**config.mk**
```make
export PLATFORM = sky130hd
export DESIGN_NAME = cacheline_adaptor
export DESIGN_NICKNAME = d
export VERILOG_FILES = /design/src/rtl/cacheline_adaptor_pkg.sv /design/src/rtl/cacheline_adaptor.sv
export SDC_FILE = /design/constraint.sdc
export NUM_CORES = 1
export LEC_CHECK = 0
export CORE_AREA = 4 4 277 279
export DETAILED_ROUTE_END_ITERATION = 7
export DIE_AREA = 0 0 281 283
export PLACE_DENSITY_LB_ADDON = 0.2
export SETUP_SLACK_MARGIN = 0.3
export SLEW_MARGIN = 15
export SYNTH_ARGS = -nofsm -noshare
export SYNTH_HDL_FRONTEND = slang
export SYNTH_SLANG_ARGS = --single-unit
```
**constraint.sdc**
```tcl
create_clock -name clk -period 15 [get_ports clk]
set_clock_uncertainty 0.15 [all_clocks]
set_input_delay 4.5 -clock clk [delete_from_list [all_inputs] [get_ports clk]]
set_output_delay 4.5 -clock clk [all_outputs]
set_load 0.01 [all_outputs]
```
**src/rtl/cacheline_adaptor_pkg.sv**
```systemverilog
// rtl/cacheline_adaptor_pkg.sv - shared types and sizes for the cacheline adaptor
//
// Purpose: line/beat geometry, burst length, timeout limit and the FSM state
//          type used by cacheline_adaptor.
// Ports:   none (package).
package cacheline_adaptor_pkg;

  localparam int LINE_W         = 256;
  localparam int BEAT_W         = 64;
  localparam int BURST_LEN      = LINE_W / BEAT_W;
  localparam int TIMEOUT_CYCLES = 1024;

  typedef enum logic [1:0] {
    IDLE  = 2'd0,
    READ  = 2'd1,
    WRITE = 2'd2,
    DONE  = 2'd3
  } cla_state_t;

  // Aligns a byte address down to the start of its 32-byte line.
  function automatic logic [31:0] line_base(input logic [31:0] addr);
    return addr & 32'hFFFF_FFE0;
  endfunction

endpackage

```
**src/rtl/cacheline_adaptor.sv**
```systemverilog
// rtl/cacheline_adaptor.sv - 256-bit cacheline port to 64-bit 4-beat burst memory bridge
//
// Purpose: turns one line read/write from the arbiter into a single 4-beat
//          memory burst, buffers the line and returns a one-cycle pmem_resp.
// Build option: CLA_TIMEOUT_EN adds a beat-gap watchdog and the pmem_err port.
// Ports:
//   clk, rst                       clock (rising edge), async active-high reset
//   pmem_read, pmem_write          line requests from the arbiter
//   pmem_address [31:0]            byte address, any offset
//   pmem_wdata   [255:0]           line to write
//   pmem_rdata   [255:0]           assembled line, valid while pmem_resp=1
//   pmem_resp                      one-cycle completion pulse
//   mem_read, mem_write            burst strobes, held until the 4th beat
//   mem_address  [31:0]            line-aligned burst address
//   mem_wdata    [63:0]            current write beat
//   mem_rdata    [63:0]            current read beat
//   mem_resp                       beat accepted/valid this cycle
//   pmem_err                       sticky timeout flag (CLA_TIMEOUT_EN only)
module cacheline_adaptor
  import cacheline_adaptor_pkg::*;
(
  input  logic              clk,
  input  logic              rst,
  input  logic              pmem_read,
  input  logic              pmem_write,
  input  logic [31:0]       pmem_address,
  input  logic [LINE_W-1:0] pmem_wdata,
  output logic [LINE_W-1:0] pmem_rdata,
  output logic              pmem_resp,
  output logic              mem_read,
  output logic              mem_write,
  output logic [31:0]       mem_address,
  output logic [BEAT_W-1:0] mem_wdata,
  input  logic [BEAT_W-1:0] mem_rdata,
  input  logic              mem_resp
`ifdef CLA_TIMEOUT_EN
  ,
  output logic              pmem_err
`endif
);

  cla_state_t        state;
  cla_state_t        state_next;
  logic [1:0]        count;
  logic [LINE_W-1:0] line_buf;
  logic [31:0]       line_addr;
  logic              last_beat;
  logic              timeout;
  logic [7:0]        beat_lsb;

  assign beat_lsb  = {count, 6'b0};
  assign last_beat = mem_resp && (count == 2'(BURST_LEN - 1));

`ifdef CLA_TIMEOUT_EN
  // Gap counter restarts on every beat; hitting the limit with no beat in
  // the same cycle means memory has stalled for TIMEOUT_CYCLES cycles.
  logic [9:0] gap;

  assign timeout = ((state == READ) || (state == WRITE)) && !mem_resp &&
                   (gap == 10'(TIMEOUT_CYCLES - 1));

  always_ff @(posedge clk or posedge rst) begin
    if (rst) begin
      gap      <= '0;
      pmem_err <= 1'b0;
    end else begin
      if ((state == READ) || (state == WRITE)) begin
        gap <= mem_resp ? '0 : gap + 10'd1;
      end else begin
        gap <= '0;
      end
      if (timeout) begin
        pmem_err <= 1'b1;
      end
    end
  end
`else
  assign timeout = 1'b0;
`endif

  // State register
  always_ff @(posedge clk or posedge rst) begin
    if (rst) begin
      state <= IDLE;
    end else begin
      state <= state_next;
    end
  end

  // Next-state logic; a simultaneous read and write is served write-first
  always_comb begin
    state_next = state;
    case (state)
      IDLE: begin
        if (pmem_write) begin
          state_next = WRITE;
        end else if (pmem_read) begin
          state_next = READ;
        end
      end
      READ, WRITE: begin
        if (last_beat || timeout) begin
          state_next = DONE;
        end
      end
      DONE:    state_next = IDLE;
      default: state_next = IDLE;
    endcase
  end

  // Outputs decode from state only, so reset clears the strobes immediately
  always_comb begin
    mem_read    = 1'b0;
    mem_write   = 1'b0;
    mem_wdata   = '0;
    pmem_resp   = 1'b0;
    pmem_rdata  = '0;
    mem_address = line_addr;
    case (state)
      READ:  mem_read = 1'b1;
      WRITE: begin
        mem_write = 1'b1;
        mem_wdata = line_buf[beat_lsb +: BEAT_W];
      end
      DONE: begin
        pmem_resp  = 1'b1;
        pmem_rdata = line_buf;
      end
      default: ;
    endcase
  end

  // Datapath: request capture in IDLE, beat counting and read assembly.
  // Request inputs are only looked at in IDLE, so mid-burst changes are moot.
  always_ff @(posedge clk or posedge rst) begin
    if (rst) begin
      count     <= '0;
      line_buf  <= '0;
      line_addr <= '0;
    end else begin
      case (state)
        IDLE: begin
          count <= '0;
          if (pmem_write) begin
            line_buf  <= pmem_wdata;
            line_addr <= line_base(pmem_address);
          end else if (pmem_read) begin
            line_addr <= line_base(pmem_address);
          end
        end
        READ: begin
          if (mem_resp) begin
            line_buf[beat_lsb +: BEAT_W] <= mem_rdata;
            count                        <= count + 2'd1;
          end
        end
        WRITE: begin
          if (mem_resp) begin
            count <= count + 2'd1;
          end
        end
        DONE:    count <= '0;
        default: count <= '0;
      endcase
    end
  end

endmodule

```
==> results of run 1 <==
area by class of cell:
class | count | area [sq um]
Fill cell | 7358 | 46800
Multi-Input combinational cell | 1096 | 10500
Timing Repair Buffer | 729 | 7240
Sequential cell | 287 | 7190
Tap cell | 969 | 1210
Clock buffer | 62 | 1190
Clock inverter | 3 | 43.8
Antenna cell | 17 | 42.5
Inverter | 6 | 32.5
power by group through the flow:
stage / combinational, mW / clock (mW) / sequential [mW]
after floorplan: 2.11 / 0 / 1.36
after global placement: 3.50 / 0 / 1.51
after detailed placement: 3.54 / 0 / 1.53
after CTS: 3.54 / 0.952 / 1.52
after global routing: 3.72 / 0.984 / 1.58
final: 3.51 / 0.926 / 1.52
layer usage:
| metal | wire length (microns) | GRT usage | part of all wire |
|---|---|---|---|
| met5 | 45 | 0 | 0.00048 |
| met4 | 3220 | 0.0818 | 0.035 |
| met3 | 7280 | 0.0624 | 0.078 |
| met2 | 46100 | 0.388 | 0.50 |
| met1 | 36400 | 0.267 | 0.39 |
placed cells by master (no fill, tap or decap), types with 2 or more instances in the layout:
cell / n
clkdlybuf4s50_1: 701
and2_1: 321
mux2_2: 285
dfrtp_1: 285
nor2b_1: 129
a32o_1: 128
a41o_1: 128
mux4_2: 64
clkbuf_16: 41
buf_4: 27
diode_2: 17
clkbuf_1: 12
clkbuf_8: 9
nand2_1: 8
ha_1: 6
nor2b_4: 5
conb_1: 5
a21oi_4: 4
inv_1: 4
ha_4: 3
mux2i_1: 2
dfrtp_4: 2
cell usage after synthesis (all sizes together):
library cell,number
a2bb2oi,1
and3b,1
nand2b,1
xor2,1
conb,1
a41o,128
and2,322
buf,58
o21ai,1
nand2,8
mux2i,2
a32o,128
inv,6
mux4,64
a21oi,4
mux2,285
ha,10
clkbuf,122
dfrtp,287
or2b,1
nor2b,134
cell families (layout without fill, tap and decap cells):
family	count (synthesis)	in the layout	synth area share
AO/OA/AOI/OAI	262	262	0.142
XOR/XNOR	1	1	0.000477
adder cells (fa/ha/maj)	10	10	0.00681
buffers and inverters	186	800	0.0475
flip-flops	287	287	0.391
multiplexers	351	351	0.254
other	1	22	0.000204
AND/OR/NAND/NOR	467	467	0.158
sequential cells by signal, summed over array words and instances, names as in the netlist:
name,cells
line_buf,256
mem_address,27
count,2
state,2
through the flow:
stage / hold slack, ns / util / power [mW] / worst slack, ns
floorplan: 0.339 / - / 3.47 / 2.43
global placement: 0.338 / 0.352 / 5.01 / 7.09
detailed placement: 0.342 / 0.352 / 5.07 / 7.05
CTS: 0.355 / 0.369 / 6.02 / 6.43
global route: 0.360 / 0.369 / 6.28 / 6.31
finish: 0.352 / 0.369 / 5.96 / 6.59
worst max-delay path by stage:
stage,to
2_1_floorplan,count[0]$_DFFE_PP0P_
3_3_place_gp,mem_wdata[32]
3_5_place_dp,mem_wdata[32]
4_1_cts,mem_wdata[32]
5_1_grt,mem_wdata[32]
6_report,mem_wdata[32]
==> reports/metrics.yaml, run 1 <==
rr_worst_depth: 8
rsz0062_at_grt: "no"
powerDensity_mw_per_mm2: 217
crit_path_top_delay_cell: "dfrtp_4"
crit_chain: "buf_4, mux4_2, and2_1, clkdlybuf4s50_1"
crit_path_start_kind: "register"
overflow: 0
yosysSeqAreaShare: 0.391
cts_tree: "built"
fin_crit_sh: 0.561
pwr-share-comb: 0.589
coreArea_sq_mm: 0.0742
post-dp-hpwl_microns: 59300
internal_power_mw: 3.46
setup_viol: 0
syn_to_final_growth_pct: 49.1
grt_pass1_wl_microns: 133000
crit_start: "count[1]$_DFFE_PP0P_"
rows: 100
cts.sinks: 287
ys_types: 24
drc: 0
synth_cells: 1565
crit_required_ns: 10.35
hold_depth: 1
io_pins: 712
synth_top_cell_area_share: 0.391
worst-path-stages: 4
min_from: "mem_address[16]$_DFFE_PP0P_"
hold-path-endpoint: "mem_address[16]$_DFFE_PP0P_"
design_area_sq_mm: 0.0274
slowest_delay_ns: 1.10
grt_use_total: 0.225
pwr-share-seq: 0.256
holdBufCountCts: 0
ir_drop_mv: 0.131
cts_buffers: 39
max_cap_violations: 0
maxSlewViolCount: 0
period_needed_ns: 8.41
p_leak_nw: 11.2
port_buffers: 701
slew-limit-headroom: 0.180
path_clk_slew_ns: 0.06
hp-class: "register to register"
cp.arrival_ns: 3.76
drt_first_pass_iters: 5
clock.fmax_mhz: 119
drtIter0Drc: 774
grt_pass1_vias: 18300
cp_max_fo: 37
fp.dieH_microns: 283
dp_cells: 3087
yosysTopAreaCell: "dfrtp_1"
cp_top_family: "buffers and inverters"
timing.critical_path.buf_inv: 2
end_kind: "output pin"
clockRootBuffer: "clkbuf_16"
num_vias: 16700
drive_above_1_share: 0.206
cts.repair.resized: 0
antenna_found_initial: 25
finalHoldViolations: 0
ant_nets: 0
post_drt_wl_per_cell_microns: 29.4
r2r-end: "line_buf[192]$_DFFE_PP0P_"
power_switching_share: 0.419
dieArea_sq_mm: 0.0795
yosysWarnings: 0
post_cts_buffers: 0
die_w_microns: 281
power_switching_mw: 2.50
criticalPathCategory: "register to output pin"
ys_ff_latch: 287
routed_wl_microns: 93000
gp_congestion: 0.822
r2r_slack_ns: 9.43
status: "complete, no violations"
r2r_start: "count[1]$_DFFE_PP0P_"
dpl_cell_area_sq_mm: 0.0261
finalNonFillerCells: 3169
vias_per_cell: 5.26
worst_slew_pin_slew_ns: 1.23
p_clk_frac: 0.155
synthTopCellsByArea: "dfrtp_1 (39%), mux2_2 (17%), and2_1 (11%), mux4_2 (7.8%), a32o_1 (7.0%)"
grt_max_degree: 139
cts_buffer_depth: 3
netlist_area_sq_mm: 0.0184
initial_core_util: 0.248
clock_latency_ns: 0.54
finalSetupTns_ns: 0
syn_area_per_cell_sq_um: 11.7
htreeDepth: 2
num-nets-final: 2526
Power figures use the tool's default switching activity.
==> run 2: changes to the inputs <==
clock period = 8.6 ns   (was 15 ns; I/O delays follow)
==> run 2 against run 1 <==
Routed wire length is 0.12% lower; sequential power is 74% higher; global-route usage hardly changed; sequential cell count stayed put.
==> reports/metrics.yaml, run 2 (synthesized netlist as in run 1, its figures left out) <==
routed_wl_microns: 92900
largest_register: "line_buf"
grt_pass1_vias: 18400
dpl_cell_area_sq_mm: 0.0262
gp_congestion: 0.840
slew-limit-headroom: 0.194
multi_input_area_sq_mm: 0.0105
worst_slew_pin_slew_ns: 1.21
io_pins: 712
grt_max_degree: 143
cp_max_fo: 40
drive_above_1_share: 0.211
seq_area_sq_mm: 0.00719
largest_reg_flops: 256
end_kind: "output pin"
routed.top_layer: "met5"
finalNonFillerCells: 3168
cts.repair.resized: 0
r2r-end: "line_buf[145]$_DFFE_PP0P_"
drt_first_pass_iters: 5
syn_to_final_growth_pct: 50.0
crit_required_ns: 5.87
holdBufCountCts: 0
rr_worst_depth: 8
num-nets-final: 2531
cp.arrival_ns: 3.43
met2_length_microns: 46300
criticalPathCategory: "register to output pin"
initial_core_util: 0.248
finalSetupTns_ns: 0
vias_per_cell: 5.32
setup_viol: 0
crit_chain: "buf_4, mux4_2, and2_1, clkdlybuf4s50_1"
r2r_slack_ns: 3.83
grt_pass1_wl_microns: 133000
dr_wl_met3_microns: 7070
hp-class: "register to register"
fin_crit_sh: 0.716
htreeDepth: 2
dp_cells: 3091
overflow: 0
total_power_mw: 10.5
m1WireLength_microns: 36300
fp.dieH_microns: 283
post_cts_buffers: 0
rows: 100
crit_path_end: "mem_wdata[60]"
cts.sinks: 287
maxSlewViolCount: 0
grt_use_total: 0.225
ant_nets: 0
port_buffers: 701
slowest_delay_ns: 0.85
num_vias: 16800
ir_drop_mv: 0.357
max_cap_violations: 0
rsz0062_at_grt: "no"
fillers: 7308
clock.fmax_mhz: 162
status: "complete, no violations"
finalHoldViolations: 0
p_leak_nw: 11.3
min_from: "mem_address[12]$_DFFE_PP0P_"
period_needed_ns: 6.16
post_drt_wl_per_cell_microns: 29.3
crit_path_start_kind: "register"
clock_latency_ns: 0.56
powerDensity_mw_per_mm2: 382
dieArea_sq_mm: 0.0795
mostFrequentLayoutCells: "clkdlybuf4s50_1 (701), and2_1 (321), mux2_2 (285), dfrtp_1 (285), nor2b_1 (129)"
post-dp-hpwl_microns: 60200
design_area_sq_mm: 0.0276
mostFrequentLayoutCell: "clkdlybuf4s50_1"
antenna_found_initial: 15
path_clk_slew_ns: 0.06
cts_tree: "built"
crit_start: "count[0]$_DFFE_PP0P_"
clockRootBuffer: "clkbuf_16"
drtIter0Drc: 985
coreArea_sq_mm: 0.0742
cts_buffers: 39
cts_buffer_depth: 3
r2r_start: "state[1]$_DFFE_PP0P_"
die_w_microns: 281
crit_path_top_delay_cell: "dfrtp_4"
drc: 0
-- run 2: worst max-delay path, delay by kind of cell, from the launching register on --
kind	cells	cell delay, ns
DFF	1	0.85
and+or+nand+nor	1	0.19
muxes	1	0.43
buffers and inverters	2	1.34
-- run 2: worst min-delay path by stage --
stage / to / cells after the start
CTS: mem_address[26]$_DFFE_PP0P_ / 1
finish: mem_address[12]$_DFFE_PP0P_ / 1
global placement: mem_address[11]$_DFFE_PP0P_ / 1
detailed placement: mem_address[31]$_DFFE_PP0P_ / 1
global route: mem_address[26]$_DFFE_PP0P_ / 1
floorplan: line_buf[100]$_DFFE_PP0P_ / 1
-- run 2: layer usage --
layer	GRT usage	up-vias
li1	-	7090
met1	0.266	8842
met2	0.390	736
met3	0.0623	167
met4	0.0772	6
met5	0	-
-- run 2: power breakdown --
part | leakage (nW) | switching (mW) | internal (mW) | total [mW]
sequential | 3.51 | 0.590 | 2.05 | 2.64
combinational | 7.11 | 3.13 | 3.06 | 6.19
clock | 0.638 | 0.672 | 1.03 | 1.70
-- run 2: stage by stage --
step | utilization | hold WS (ns) | worst slack [ns]
4_1_cts | 0.371 | 0.356 | 2.27
2_1_floorplan | - | 0.339 | 2.06
6_report | 0.372 | 0.352 | 2.44
3_5_place_dp | 0.353 | 0.343 | 2.83
5_1_grt | 0.371 | 0.364 | 2.33
3_3_place_gp | 0.353 | 0.340 | 2.84
-- run 2: area by class of cell --
class                   instances  area share
inverters                       6     0.00104
well taps                     969      0.0440
diodes                          9    0.000817
multi-input cells            1096       0.379
flip-flops and latches        287       0.261
clock inverters                10     0.00477
clock buffers                  57      0.0423
repair buffers                734       0.267
==> run 3: changes to the inputs <==
clock period = 5 ns   (was 8.6 ns; I/O delays follow)
==> run 3 against run 2 <==
Register-to-register slack worse by 2.1 ns; global-route usage hardly changed; critical path depth stayed put; sequential cell count stayed put; sequential power is 69% higher; sequential share of layout area is 0.13 points lower; worst hold slack worse by 0.0011 ns; worst setup slack worse by 1.9 ns.
==> reports/metrics.yaml, run 3 (synthesized netlist as in run 1, its figures left out) <==
status: "complete, no violations"
ir_drop_mv: 0.420
cts.sinks: 287
io_pins: 712
clock.fmax_mhz: 226
end_kind: "output pin"
crit_path_top_delay_cell: "clkdlybuf4s50_1"
initial_core_util: 0.248
p_clk_frac: 0.153
port_buffers: 701
cts.repair.resized: 0
period_needed_ns: 4.43
overflow: 0
setup_viol: 0
slowest_delay_ns: 0.58
cp.arrival_ns: 2.78
min_from: "mem_address[14]$_DFFE_PP0P_"
post_drt_wl_per_cell_microns: 29.1
coreArea_sq_mm: 0.0742
post-dp-hpwl_microns: 61400
fp.dieH_microns: 283
finalHoldViolations: 0
crit_start: "state[0]$_DFFE_PP0P_"
gp_congestion: 0.859
mostFrequentLayoutCells: "clkdlybuf4s50_1 (701), and2_1 (321), mux2_2 (285), dfrtp_1 (285), nor2b_1 (129)"
drive_above_1_share: 0.213
rsz0062_at_grt: "no"
p_leak_nw: 11.3
crit_path_start_kind: "register"
grt_pass1_vias: 18300
r2r_slack_ns: 1.76
fin_ws_ns: 0.568
drtIter0Drc: 890
slew-limit-headroom: 0.253
num_vias: 16800
clock_latency_ns: 0.54
timing.critical_path.buf_inv: 2
cp_top_family: "buffers and inverters"
ant_nets: 0
cts_tree: "built"
drc: 0
drt_first_pass_iters: 5
syn_to_final_growth_pct: 50.7
rows: 100
cp_max_fo: 39
vias_per_cell: 5.26
final_util: 0.373
num-nets-final: 2547
antenna_found_initial: 17
criticalPathCategory: "register to output pin"
largest_reg_flops: 256
design_area_sq_mm: 0.0277
worst_slew_pin_slew_ns: 1.09
power_switching_share: 0.416
internal_power_mw: 10.5
holdBufCountCts: 0
pwr-share-comb: 0.600
post_cts_buffers: 0
max_cap_violations: 0
clockRootBuffer: "clkbuf_16"
crit_chain: "ha_4, buf_4, and2_1, clkdlybuf4s50_1"
dieArea_sq_mm: 0.0795
fin_crit_sh: 0.886
pwr-share-seq: 0.247
hp-class: "register to register"
r2r_start: "state[1]$_DFFE_PP0P_"
grt_use_total: 0.224
power_switching_mw: 7.50
die_w_microns: 281
maxSlewViolCount: 0
finalSetupTns_ns: 0
mostFrequentLayoutCell: "clkdlybuf4s50_1"
htreeDepth: 2
routed_wl_microns: 92700
path_clk_slew_ns: 0.06
powerDensity_mw_per_mm2: 650
grt_max_degree: 85
cts_buffer_depth: 3
largest_register: "line_buf"
dpl_cell_area_sq_mm: 0.0264
grt_pass1_wl_microns: 133000
fillers: 7297
cts_buffers: 39
crit_required_ns: 3.35
place_ws_ns: 0.893
[run 3: cell count changes in the layout (fill, tap and decap cells not counted), sizes merged]
cell,change
buf,+16
diode,+4
clkinv,-3
bufinv,-2
clkbuf,+5
clkinvlp,-1
[run 3: final timing paths]
| path | cells after the start | end |
|---|---|---|
| worst max-delay path | 4 | pmem_rdata[55] |
| worst min-delay path | 1 | mem_address[14]$_DFFE_PP0P_ |
| worst max register to register | 7 | line_buf[132]$_DFFE_PP0P_ |
| worst min register to register | 1 | mem_address[14]$_DFFE_PP0P_ |
| max in group asynchronous | 3 | line_buf[146]$_DFFE_PP0P_ |
| min in group asynchronous | 2 | mem_address[14]$_DFFE_PP0P_ |
[run 3: area by class of cell]
cell class                 instances  area [sq um]  share of cell area
antenna                           13          32.5             0.00117
clock buffer                      62          1170              0.0424
clock inverter                     4          48.8             0.00176
inverter                           6          28.8             0.00104
multi-input combinational       1096         10500               0.377
sequential                       287          7190               0.260
tap                              969          1210              0.0438
timing repair buffer             750          7560               0.273
[run 3: metrics by stage]
| stage | power [mW] | hold WS, ns | cells |
|---|---|---|---|
| 2_1_floorplan | 10.4 | 0.339 | 1569 |
| 3_3_place_gp | 15.2 | 0.339 | 3106 |
| 3_5_place_dp | 15.3 | 0.342 | 3106 |
| 4_1_cts | 18.2 | 0.354 | 3172 |
| 5_1_grt | 18.9 | 0.358 | 3184 |
| 6_report | 18.0 | 0.351 | 3187 |
[run 3: routing by layer]
metal | global-route usage | wire length (microns) | vias up
met2 | 0.390 | 46500 | 710
met4 | 0.0702 | 2390 | 6
li1 | - | - | 7102
met3 | 0.0549 | 6690 | 141
met5 | 0 | 52 | -
met1 | 0.273 | 37000 | 8800
[run 3: power groups by stage]
stage / Sequential, mW / Combinational, mW / Clock, mW
after global placement: 4.46 / 10.7 / 0
final: 4.45 / 10.8 / 2.76
after CTS: 4.49 / 10.9 / 2.85
after global routing: 4.60 / 11.4 / 2.93
after floorplan: 4.09 / 6.32 / 0
after detailed placement: 4.52 / 10.8 / 0
[run 3: worst register-to-register path, stage by stage, from the launching register on]
cell	delay [ns]
dfrtp_1	0.43
inv_1	0.13
ha_4	0.47
buf_4	0.72
nor2b_4	0.31
buf_4	0.51
a41o_1	0.32
mux2_2	0.14
